**src/rtl/time_sensitive_injection_scheduler_pkg.sv**
```systemverilog
// Shared definitions for the time-sensitive injection scheduler:
// schedule entry field positions, table geometry and FSM state encodings.
package time_sensitive_injection_scheduler_pkg;

  localparam int ENTRY_VALID_BIT = 15;
  localparam int FLOWID_MSB      = 13;
  localparam int FLOWID_LSB      = 0;
  localparam int ENTRY_RSVD_BIT  = 14;
  localparam int FLOWID_W        = FLOWID_MSB - FLOWID_LSB + 1;

  localparam int TABLE_DEPTH     = 1024;
  localparam int IDX_W           = $clog2(TABLE_DEPTH);

  typedef enum logic [1:0] {
    ST_IDLE  = 2'd0,
    ST_READ  = 2'd1,
    ST_WAIT  = 2'd2,
    ST_ISSUE = 2'd3
  } sched_state_t;

endpackage

```
**src/rtl/tsi_slot_tracker.sv**
```systemverilog
// Slot tracker: detects slot boundaries as toggles of the selected global
// time bit, gates them with enable/period, and keeps the wrapping slot index.
module tsi_slot_tracker
  import time_sensitive_injection_scheduler_pkg::*;
(
  input  logic             i_clk,
  input  logic             i_rst,
  input  logic             i_time_bit,
  input  logic             i_sched_en,
  input  logic [IDX_W-1:0] iv_period,
  output logic             o_boundary,
  output logic [IDX_W-1:0] ov_slot_idx
);

  logic             r_prev_bit;
  logic             r_armed;
  logic [IDX_W-1:0] r_slot_idx;

  logic             w_active;
  logic             w_toggle;
  logic [IDX_W-1:0] w_last_idx;
  logic             w_wrap;

  // The first cycle after reset only captures the time bit (r_armed=0),
  // so a stale previous value can never look like a boundary.
  assign w_active   = i_sched_en && (iv_period != '0);
  assign w_toggle   = r_armed && (i_time_bit != r_prev_bit);
  assign o_boundary = w_toggle && w_active && !i_rst;

  // ">=" rather than "==" so a period that shrank below the index wraps too.
  assign w_last_idx = iv_period - IDX_W'(1);
  assign w_wrap     = (r_slot_idx >= w_last_idx);

  assign ov_slot_idx = r_slot_idx;

  // Track previous time bit and advance/wrap the slot index on each boundary.
  always_ff @(posedge i_clk) begin
    if (i_rst) begin
      r_prev_bit <= 1'b0;
      r_armed    <= 1'b0;
      r_slot_idx <= '0;
    end else begin
      r_prev_bit <= i_time_bit;
      r_armed    <= 1'b1;
      if (!w_active) begin
        r_slot_idx <= '0;
      end else if (o_boundary) begin
        r_slot_idx <= w_wrap ? '0 : r_slot_idx + IDX_W'(1);
      end
    end
  end

endmodule

```
**src/rtl/time_sensitive_injection_scheduler.sv**
```systemverilog
// Time-sensitive injection scheduler top level.
// Reads one schedule RAM entry per time slot and raises a req/ack injection
// request for each valid entry. Define SCHED_STAT_EN to add the inject and
// miss statistic counters (ov_inject_cnt, ov_miss_cnt).
//
// state    | meaning
// ---------+-----------------------------------------------------------
// ST_IDLE  | waiting for a slot boundary
// ST_READ  | one-cycle RAM read strobe at the new slot index
// ST_WAIT  | counting down RAM read latency, then sample the entry
// ST_ISSUE | request held until ack; a boundary without ack drops it
module time_sensitive_injection_scheduler
  import time_sensitive_injection_scheduler_pkg::*;
#(
  parameter int SLOT_SHIFT = 10,
  parameter int RD_LAT     = 2
) (
  input  logic                i_clk,
  input  logic                i_rst,
  input  logic [63:0]         iv_syn_clk,
  input  logic                i_sched_en,
  input  logic [IDX_W-1:0]    iv_period,
  output logic [IDX_W-1:0]    ov_ram_raddr,
  output logic                o_ram_rd,
  input  logic [15:0]         iv_ram_rdata,
  output logic                o_inject_req,
  output logic [FLOWID_W-1:0] ov_inject_flowid,
  input  logic                i_inject_ack,
  output logic                o_slot_miss,
  output logic [IDX_W-1:0]    ov_slot_idx
`ifdef SCHED_STAT_EN
  ,
  output logic [31:0]         ov_inject_cnt,
  output logic [15:0]         ov_miss_cnt
`endif
);

  localparam int CNT_W = 2;
  localparam logic [CNT_W-1:0] WAIT_INIT = CNT_W'(RD_LAT - 1);

  sched_state_t        r_state;
  sched_state_t        w_state_nxt;
  logic [CNT_W-1:0]    r_wait_cnt;
  logic [CNT_W-1:0]    w_wait_cnt_nxt;
  logic [FLOWID_W-1:0] r_flowid;
  logic [FLOWID_W-1:0] w_flowid_nxt;

  logic                w_boundary;
  logic [IDX_W-1:0]    w_slot_idx;
  logic                w_ack_take;
  logic                w_miss;
  logic                w_unused;

  tsi_slot_tracker u_slot_tracker (
    .i_clk       (i_clk),
    .i_rst       (i_rst),
    .i_time_bit  (iv_syn_clk[SLOT_SHIFT]),
    .i_sched_en  (i_sched_en),
    .iv_period   (iv_period),
    .o_boundary  (w_boundary),
    .ov_slot_idx (w_slot_idx)
  );

  assign ov_ram_raddr     = w_slot_idx;
  assign ov_slot_idx      = w_slot_idx;
  assign o_inject_req     = (r_state == ST_ISSUE);
  assign ov_inject_flowid = r_flowid;
  assign o_slot_miss      = w_miss;

  // State, latency counter and latched flow ID registers.
  always_ff @(posedge i_clk) begin
    if (i_rst) begin
      r_state    <= ST_IDLE;
      r_wait_cnt <= '0;
      r_flowid   <= '0;
    end else begin
      r_state    <= w_state_nxt;
      r_wait_cnt <= w_wait_cnt_nxt;
      r_flowid   <= w_flowid_nxt;
    end
  end

  // Next-state, read strobe, ack acceptance and miss detection.
  always_comb begin
    w_state_nxt    = r_state;
    w_wait_cnt_nxt = r_wait_cnt;
    w_flowid_nxt   = r_flowid;
    o_ram_rd       = 1'b0;
    w_ack_take     = 1'b0;
    w_miss         = 1'b0;

    case (r_state)
      ST_IDLE: begin
        if (w_boundary) w_state_nxt = ST_READ;
      end
      ST_READ: begin
        o_ram_rd       = 1'b1;
        w_wait_cnt_nxt = WAIT_INIT;
        w_state_nxt    = ST_WAIT;
      end
      ST_WAIT: begin
        // Boundaries here are deliberately ignored: the slot is too short.
        if (r_wait_cnt != '0) begin
          w_wait_cnt_nxt = r_wait_cnt - CNT_W'(1);
        end else if (iv_ram_rdata[ENTRY_VALID_BIT]) begin
          w_flowid_nxt = iv_ram_rdata[FLOWID_MSB:FLOWID_LSB];
          w_state_nxt  = ST_ISSUE;
        end else begin
          w_state_nxt = ST_IDLE;
        end
      end
      ST_ISSUE: begin
        // Ack beats a coincident boundary; the new slot is still processed.
        if (i_inject_ack) begin
          w_ack_take   = 1'b1;
          w_flowid_nxt = '0;
          w_state_nxt  = w_boundary ? ST_READ : ST_IDLE;
        end else if (w_boundary) begin
          w_miss       = 1'b1;
          w_flowid_nxt = '0;
          w_state_nxt  = ST_READ;
        end
      end
      default: w_state_nxt = ST_IDLE;
    endcase

    // Disabling abandons any transaction silently (no ack, no miss).
    if (!i_sched_en) begin
      w_state_nxt  = ST_IDLE;
      w_flowid_nxt = '0;
      w_ack_take   = 1'b0;
      w_miss       = 1'b0;
    end
  end

`ifdef SCHED_STAT_EN
  logic [31:0] r_inject_cnt;
  logic [15:0] r_miss_cnt;

  // Accepted-injection counter wraps; miss counter saturates.
  always_ff @(posedge i_clk) begin
    if (i_rst) begin
      r_inject_cnt <= '0;
      r_miss_cnt   <= '0;
    end else begin
      if (w_ack_take) r_inject_cnt <= r_inject_cnt + 32'd1;
      if (w_miss && (r_miss_cnt != 16'hFFFF)) r_miss_cnt <= r_miss_cnt + 16'd1;
    end
  end

  assign ov_inject_cnt = r_inject_cnt;
  assign ov_miss_cnt   = r_miss_cnt;

  assign w_unused = ^{iv_syn_clk[63:SLOT_SHIFT+1], iv_syn_clk[SLOT_SHIFT-1:0],
                      iv_ram_rdata[ENTRY_RSVD_BIT]};
`else
  assign w_unused = ^{iv_syn_clk[63:SLOT_SHIFT+1], iv_syn_clk[SLOT_SHIFT-1:0],
                      iv_ram_rdata[ENTRY_RSVD_BIT], w_ack_take};
`endif

endmodule

```
**config.mk**
```make
export PLATFORM = sky130hd
export DESIGN_NAME = time_sensitive_injection_scheduler
export DESIGN_NICKNAME = d
export VERILOG_FILES = /design/src/rtl/time_sensitive_injection_scheduler_pkg.sv /design/src/rtl/tsi_slot_tracker.sv /design/src/rtl/time_sensitive_injection_scheduler.sv
export SDC_FILE = /design/constraint.sdc
export NUM_CORES = 1
export LEC_CHECK = 0
export ABC_AREA = 1
export ABC_CLOCK_PERIOD_IN_PS = 5940
export BUFFER_PORTS_ARGS = -buffer_cell sky130_fd_sc_hd__buf_4
export CAP_MARGIN = 30
export CELL_PAD_IN_SITES_DETAIL_PLACEMENT = 1
export CELL_PAD_IN_SITES_GLOBAL_PLACEMENT = 1
export CORE_ASPECT_RATIO = 0.7
export CORE_MARGIN = 3
export CORE_UTILIZATION = 30
export DETAILED_ROUTE_END_ITERATION = 6
export PLACE_DENSITY_LB_ADDON = 0.2
export SYNTH_ARGS = -nofsm -noshare
export SYNTH_HDL_FRONTEND = slang
export SYNTH_HIERARCHICAL = 1
export SYNTH_SLANG_ARGS = --single-unit
```
**constraint.sdc**
```tcl
create_clock -name i_clk -period 5.94 [get_ports i_clk]
set_clock_uncertainty 0.1 [all_clocks]
set_input_delay 1.485 -clock i_clk [delete_from_list [all_inputs] [get_ports i_clk]]
set_output_delay 1.485 -clock i_clk [all_outputs]
set_load 0.02 [all_outputs]
```
# Yosys cells after proc, flatten, opt, wreduce, memory -nomap -nowiden
# Cells that the tools add are included.
[word_totals]
rom_bits = 0
ff_bits = 30
wordCells = 54
latchBits = 0
in_bits = 94
mem_bits_rw = 0
mem_count = 0
out_inout_bits = 37
[classes]
n_div = 0
n_bitwise = 2
mux = 20
n_addsub = 3
n_lt_le_gt_ge = 1
n_shift = 0
multipliers = 0
eq_ne = 8
reduce_logical = 14
[ops]
columns = ["operator", "n"]
rows = [
  ["14-bit two-way mux", 4],
  ["14-bit one-hot mux with 2 select lines", 1],
  ["10-bit by 1-bit adder with 10-bit output, second input constant", 1],
  ["10-bit >= comparator", 1],
  ["10-bit two-way mux", 1],
  ["2-bit two-way mux", 5],
  ["10-bit nonzero test", 1],
  ["10-bit by 1-bit subtractor with 10-bit output, second input constant", 1],
  ["2-bit one-hot mux with 4 select lines", 1],
  ["1-bit two-way mux", 7],
  ["2-bit != test, second input constant", 3],
  ["2-bit nonzero test", 3],
  ["2-bit equality test, second input constant", 2],
  ["1-bit logical AND", 4],
  ["2-bit one-hot mux with 2 select lines", 1],
  ["4-bit AND reduction", 1],
  ["2-bit OR reduction", 2],
  ["3-bit by 1-bit != test with 1-bit output, second input constant", 1],
  ["2-bit by 1-bit equality test with 1-bit output, second input constant", 1],
  ["2-bit logical NOT", 1],
  ["1-bit NOT", 2],
  ["2-bit AND reduction", 1],
  ["2-bit by 1-bit subtractor with 2-bit output, second input constant", 1],
  ["1-bit logical NOT", 1],
  ["1-bit != test", 1],
]

# Longest topological paths before layout
# Gate-level depths: netlist of run 1.
[logic_depth]
depth_word = 8
depth_mapped = 16
ltp_nobuf = 16

# Modules after synthesis
# The synthesis of run 1 kept the hierarchy.
[by_module_without_submodules]
columns = ["mod", "area_each_um2", "cells_per_inst", "instances", "seq_area_each_um2"]
rows = [
  ["tsi_slot_tracker", 1149.9, 172, 1, 240.2],
  ["time_sensitive_injection_scheduler", 1032.2, 165, 1, 360.3],
]

# Worst setup path after synthesis of run 1
# OpenSTA, ideal clock, no wires.
[synth_timing]
path_type = "in2out"
startpoint = "input port iv_period[0]"
endpoint = "output port o_slot_miss"
n_path_buf = 0
required_time_ps = 4355
t_arrival_ps = 2960
slack_ps = 1395
path_stages = 9
cell_sequence = "inv_1 ha_1 nand2_2 nor2_4 nand3_4 nand3_4 inv_4 inv_1 nor4_1"
[synth_via]
elab_chain_cells = 8
[synth_rtl]
columns = ["element", "line", "rtl"]
rows = [
  ["start: declaration", "time_sensitive_injection_scheduler.sv:22", "input logic [IDX_W-1:0] iv_period,"],
  ["10-bit nonzero test", "tsi_slot_tracker.sv:26", "assign w_active = i_sched_en && (iv_period != '0);"],
  ["1-bit logical AND", "tsi_slot_tracker.sv:26", ""],
  ["1-bit logical AND (2 in a row)", "tsi_slot_tracker.sv:28", "assign o_boundary = w_toggle && w_active && !i_rst;"],
  ["named net w_boundary", "time_sensitive_injection_scheduler.sv:48", "logic w_boundary;"],
  ["1-bit two-way mux", "time_sensitive_injection_scheduler.sv:118", "end else if (w_boundary) begin"],
  ["1-bit two-way mux", "time_sensitive_injection_scheduler.sv:114", "if (i_inject_ack) begin"],
  ["1-bit two-way mux", "time_sensitive_injection_scheduler.sv:92", "case (r_state)"],
  ["1-bit two-way mux", "time_sensitive_injection_scheduler.sv:128", "if (!i_sched_en) begin"],
  ["end: declaration", "time_sensitive_injection_scheduler.sv:29", "output logic o_slot_miss,"],
]
# The timed path passes the listed nets, and every way through them passes these cells.

# Worst setup path in the final report of run 1
# Ends and elaborated chain as after synthesis.

==> results of run 1 <==
worst reg2reg max path: cells and delay by family (launching register included):
kind	cells	cell delay [ns]
flops	1	0.43
compound gates	2	0.28
fa+ha+maj	1	0.27
simple gates	5	0.55
buf+inv	1	0.08
cell usage after synthesis, drive strengths merged:
| cell type | instances |
|---|---|
| nand4 | 7 |
| a21oi | 6 |
| xor2 | 5 |
| nand3 | 18 |
| nand3b | 1 |
| xnor2 | 2 |
| dfxtp | 30 |
| nor3 | 4 |
| nor4 | 1 |
| o21ai | 3 |
| inv | 68 |
| nand2 | 77 |
| o21a | 1 |
| nor2 | 86 |
| a21o | 1 |
| ha | 13 |
| buf | 14 |
cell type report:
| type | instances | share of cell area [%] |
|---|---|---|
| Inverter | 68 | 9.29 |
| Clock buffer | 6 | 2.98 |
| Sequential cell | 30 | 21.6 |
| Timing Repair Buffer | 67 | 18.1 |
| Tap cell | 94 | 4.24 |
| Multi-Input combinational cell | 225 | 43.7 |
worst paths after layout:
kind         cells after the start                            end  slack [ns]                     startpoint
max reg2reg                      9  u_slot_tracker/ov_slot_idx[0]        4.16  u_slot_tracker/ov_slot_idx[0]
max                             11                    o_slot_miss        1.45                   iv_period[0]
min reg2reg                      2                  r_wait_cnt[1]        0.40                  r_wait_cnt[1]
min                              2                  r_wait_cnt[1]        0.40                  r_wait_cnt[1]
kinds of logic (layout without fill, tap and decap cells):
kind of cell               count (synthesis)  count (layout)  synth area share, %
AOI/OAI and AO/OA                         11              11                 2.92
xor gates and xnor gates                   7               7                 2.81
adders and majority gates                 13              13                 7.45
buffers and inverters                     82             141                 16.9
DFF                                       30              30                 27.5
and+or+nand+nor                          194             194                 42.4
power breakdown:
part           internal, µW  switching (µW)
logic                  25.7            31.1
clock network          89.2            73.2
registers               203            1.07
total                   317             105
sequential cells by signal (all words and copies together), names as in the netlist:
register,count
r_wait_cnt,2
r_state,2
u_slot_tracker/r_prev_bit,1
u_slot_tracker/r_armed,1
ov_inject_flowid,14
u_slot_tracker/ov_slot_idx,10
layer usage:
metal / share of wire [%] / routed length, µm / GRT usage [%] / vias up
met5: 0 / 0 / 0 / -
met3: 5.2 / 294 / 3.82 / 4
met2: 42 / 2390 / 20.7 / 39
met4: 0.59 / 33 / 2.65 / 0
li1: - / - / - / 1119
met1: 52 / 2910 / 20.7 / 950
through the flow:
step / util [%] / hold slack (ns) / instances / setup WS [ns] / total power, µW
global route: 40.1 / 0.434 / 490 / 1.27 / 447
detailed placement: 39.0 / 0.386 / 484 / 1.45 / 266
CTS: 40.1 / 0.394 / 490 / 1.44 / 432
floorplan: - / 0.352 / 337 / 1.40 / 240
global placement: 38.8 / 0.373 / 483 / 1.45 / 263
finish: 40.1 / 0.395 / 490 / 1.45 / 423
==> flow_summary.json, run 1 <==
{
  "cp_data_arrival_time_ns": 2.91,
  "drc_errors": 0,
  "postSynthNetCount": 444,
  "synth.distinct_cells": 31,
  "finish.instance_area_mm2": 0.00278,
  "top_level_ports": 131,
  "worstSetupPathType": "primary input to primary output",
  "mostFrequentLayoutCells": "77 x nor2_1, 67 x buf_4, 65 x nand2_1, 60 x inv_1, 30 x dfxtp_1",
  "ctsLongestPathBuffers": 2,
  "hpwl_mm": 4.70,
  "clock_insertion_delay_worst_skew_ns": 0.28,
  "layout.cells.most_common": "nor2_1",
  "antenna_found_initial": 0,
  "wl_per_cell_um": 11.5,
  "chipHeight_um": 77.4,
  "mappedNetlistArea_mm2": 0.00218,
  "synth_top_area_share_pct": 27.5,
  "post_synth.cell_area_avg_um2": 6.48,
  "clock-sinks": 30,
  "nNetsFinal": 504,
  "cp_top_family": "simple AND/OR/NAND/NOR gates",
  "layout-drive-gt1-share_pct": 27.0,
  "io_buffers": 66,
  "fillers": 927,
  "status": "complete, no violations",
  "pd_cells_mw_per_mm2": 152,
  "clk_root_buffer_cell": "clkbuf_8",
  "floorplan.rows": 25,
  "slew_limit_headroom_pct": 68.2,
  "placement.cell_area_mm2": 0.00269,
  "die_width_um": 108,
  "grt_max_degree": 29,
  "regArea_um2": 601,
  "cts_post_setup_buffers_inserted": 0,
  "cap_violations": 0,
  "tritoncts": "yes",
  "max_clock_freq_mhz": 223,
  "global_route.usage.total_pct": 14.1,
  "rsz0062_at_grt": "no",
  "critical_path_required_ns": 4.36,
  "yosys_register_bits": 30,
  "critPathBufInv": 5,
  "slew_viol_final": 0,
  "ctsHoldBuffers": 0,
  "drt_first_iter_violations": 31,
  "max_stage_delay_ns": 0.27,
  "cts_htree_levels": 2,
  "min_delay_path_class": "register to register",
  "drt-total-wl_mm": 5.62,
  "vias": 2112,
  "first_global_vias": 2018,
  "initial_utilization_pct": 31.6,
  "post_cts_resize_count": 0,
  "area_used_by_multi_input_combinational_logic_mm2": 0.00121,
  "gpl.final_weighted_congestion": 0.772,
  "min_period_over_period_pct": 75.6,
  "drt_pass1_iterations": 4,
  "tns_ns": 0,
  "worst_pin_slew_ns": 0.476,
  "ys_warn_count": 6,
  "cp-end-kind": "primary output",
  "syn-instance-count": 337,
  "globalRoute.totalOverflow": 0,
  "number_of_nets_with_antenna_violations_after_routing": 0,
  "final-hold-violation-count": 0,
  "crit_path_max_fanout": 9,
  "timing.critical_path.slowest_stage_cell": "nor4_1",
  "largest_cells_by_area_after_synthesis": "dfxtp_1 28%, nor2_1 13%, nand2_1 11%, inv_1 10%, ha_1 7.5%",
  "core_area_mm2": 0.00691,
  "viasPerCell": 4.31,
  "final.min_clock_period_ns": 4.49,
  "synth.largest_area_cell": "dfxtp_1",
  "cp-start-kind": "primary input",
  "design.die.area_mm2": 0.00835,
  "power.ir.vdd_worst_mv": 0.0798,
  "antennaDiodeCount": 0,
  "total_cts_buffers": 5,
  "power.leakage_uw": 0.00151,
  "synth_sequential_area_ratio_pct": 27.5,
  "finalSetupViolCount": 0,
  "path_cells": "buf_4 > inv_1 > ha_1 > nand2_2 > nor2_4 > nand3_4 > nand3_4 > inv_4 > inv_1 > nor4_1 > buf_4",
  "worst_setup_hold_path_clk_slew_ns": 0.06,
  "flow.area_growth_from_synthesis_pct": 27.2,
  "grt_pass1_wl_mm": 9.45
}
No activity file was read; power rests on OpenSTA's default activity.
==> inputs of run 2 (changes only) <==
- ABC_CLOCK_PERIOD_IN_PS: 5940 -> 4700
- CORE_UTILIZATION: 30 -> 28
- clock period: 5.94 -> 4.7 ns (I/O delays scaled with it)
==> flow_summary.json, run 2 (synthesis gave the netlist of run 1 again) <==
{
  "number_of_nets_with_antenna_violations_after_routing": 0,
  "whs_ns": 0.394,
  "reg2regPathDepth": 9,
  "core_area_mm2": 0.00742,
  "gpl.final_weighted_congestion": 0.791,
  "hpwl_mm": 4.73,
  "nNetsFinal": 504,
  "total_cts_buffers": 5,
  "placed_instance_count": 488,
  "final.min_clock_period_ns": 4.00,
  "min_delay_path_class": "register to register",
  "ctsHoldBuffers": 0,
  "tns_ns": 0,
  "total_switching_power_uw": 138,
  "rrSetupSlack_ns": 2.93,
  "share_clk_of_total_power_pct": 39.7,
  "flow.area_growth_from_synthesis_pct": 27.8,
  "cp-start-kind": "primary input",
  "clock_insertion_delay_worst_skew_ns": 0.28,
  "tritoncts": "yes",
  "drc_errors": 0,
  "rsz0062_at_grt": "no",
  "antennaDiodeCount": 0,
  "initial_utilization_pct": 29.4,
  "slew_viol_final": 0,
  "viasPerCell": 4.30,
  "global_route.usage.total_pct": 13.4,
  "vias": 2131,
  "mostFrequentLayoutCells": "77 x nor2_1, 67 x buf_4, 65 x nand2_1, 60 x inv_1, 30 x dfxtp_1",
  "grt_pass1_wl_mm": 9.72,
  "worst_pin_slew_ns": 0.520,
  "final-hold-violation-count": 0,
  "final_cell_count_no_fill": 496,
  "cp-end-kind": "primary output",
  "first_global_vias": 2129,
  "top_level_ports": 131,
  "cap_violations": 0,
  "chipHeight_um": 79.9,
  "cts_htree_levels": 2,
  "drt_first_iter_violations": 47,
  "power.ir.vdd_worst_mv": 0.103,
  "share_seq_of_total_power_pct": 47.2,
  "floorplan.rows": 26,
  "min_period_over_period_pct": 85.1,
  "layout-drive-gt1-share_pct": 27.1,
  "antenna_found_initial": 0,
  "wl_per_cell_um": 11.6,
  "switching_share_pct": 25.4,
  "worstSetupPathType": "primary input to primary output",
  "critical_path_required_ns": 3.42,
  "r2r_end": "u_slot_tracker/ov_slot_idx[0]",
  "clk_root_buffer_cell": "clkbuf_8",
  "launch_instance_of_the_worst_min_delay_path": "r_wait_cnt[1]",
  "layout.cells.most_common": "nor2_1",
  "power.internal_uw": 406,
  "power.leakage_uw": 0.00151,
  "worst_setup_hold_path_clk_slew_ns": 0.06,
  "crit_path_max_fanout": 9,
  "post_cts_resize_count": 0,
  "die_width_um": 112,
  "drt_pass1_iterations": 4,
  "globalRoute.totalOverflow": 0,
  "grt_max_degree": 29,
  "clock-sinks": 30,
  "finish.instance_area_mm2": 0.00279,
  "worst_r2r_startpoint": "u_slot_tracker/ov_slot_idx[0]",
  "cts_post_setup_buffers_inserted": 0,
  "slew_limit_headroom_pct": 65.3,
  "drt-total-wl_mm": 5.73,
  "fillers": 989,
  "cp_data_arrival_time_ns": 2.73,
  "placement.cell_area_mm2": 0.00270,
  "max_clock_freq_mhz": 250,
  "ctsLongestPathBuffers": 2,
  "hold_path_end": "r_wait_cnt[1]",
  "finalSetupViolCount": 0,
  "status": "complete, no violations",
  "max_reg_flops": 14,
  "min_delay_path_depth": 2,
  "combPwrFrac_pct": 13.1,
  "io_buffers": 66,
  "pd_cells_mw_per_mm2": 195,
  "design.die.area_mm2": 0.00891,
  "finished_core_util_pct": 37.6
}
-- run 2: changes by cell type in the layout (fill, tap and decap cells not counted) --
cell      previous run  this run
clkbuf_1             0         1
clkinv_2             0         1
-- run 2: worst max-delay path: stages --
cell	delay, ns
buf_4	0.08
inv_1	0.06
ha_1	0.23
nand2_2	0.10
nor2_4	0.06
nand3_4	0.15
nand3_4	0.10
inv_4	0.09
inv_1	0.08
nor4_1	0.37
buf_4	0.22
-- run 2: per-stage QoR --
| step | power (µW) | setup WS (ns) |
|---|---|---|
| 3_5_place_dp | 336 | 0.684 |
| 4_1_cts | 559 | 0.671 |
| 2_1_floorplan | 303 | 0.775 |
| 6_report | 545 | 0.699 |
| 3_3_place_gp | 333 | 0.762 |
| 5_1_grt | 582 | 0.580 |
-- run 2: power groups by stage --
stage          Clock, µW  Sequential (µW)  Combinational [µW]
3_3_place_gp           0              263                69.7
2_1_floorplan          0              263                39.3
3_5_place_dp           0              263                72.5
6_report             216              257                71.4
5_1_grt              243              257                82.0
4_1_cts              229              257                72.8
-- run 2: routing by layer --
layer	vias up	share of wire, %	GRT usage, %
met5	-	0	0
met4	0	0.84	3.65
met3	5	5.4	4.09
met2	43	41	20.5
li1	1118	-	-
met1	965	52	18.3
-- run 2: area by class of cell --
type,instances,area (µm²),share of cell area (%)
Clock inverter,1,5.00,0.179
Inverter,68,258,9.24
Timing Repair Buffer,67,503,18.0
Multi-Input combinational cell,225,1210,43.5
Sequential cell,30,601,21.5
Clock buffer,7,86.3,3.10
Tap cell,98,123,4.40
-- run 2: how the worst max path moves through the flow --
stage / startpoint / endpoint / slack [ns] / depth (start not counted)
after global placement: iv_period[0] / o_slot_miss / 0.76 / 11
after global routing: iv_period[0] / o_slot_miss / 0.58 / 11
final: iv_period[0] / o_slot_miss / 0.70 / 11
after floorplan: iv_period[0] / o_slot_miss / 0.78 / 9
after CTS: iv_period[0] / o_slot_miss / 0.67 / 11
after detailed placement: iv_period[0] / o_slot_miss / 0.68 / 11
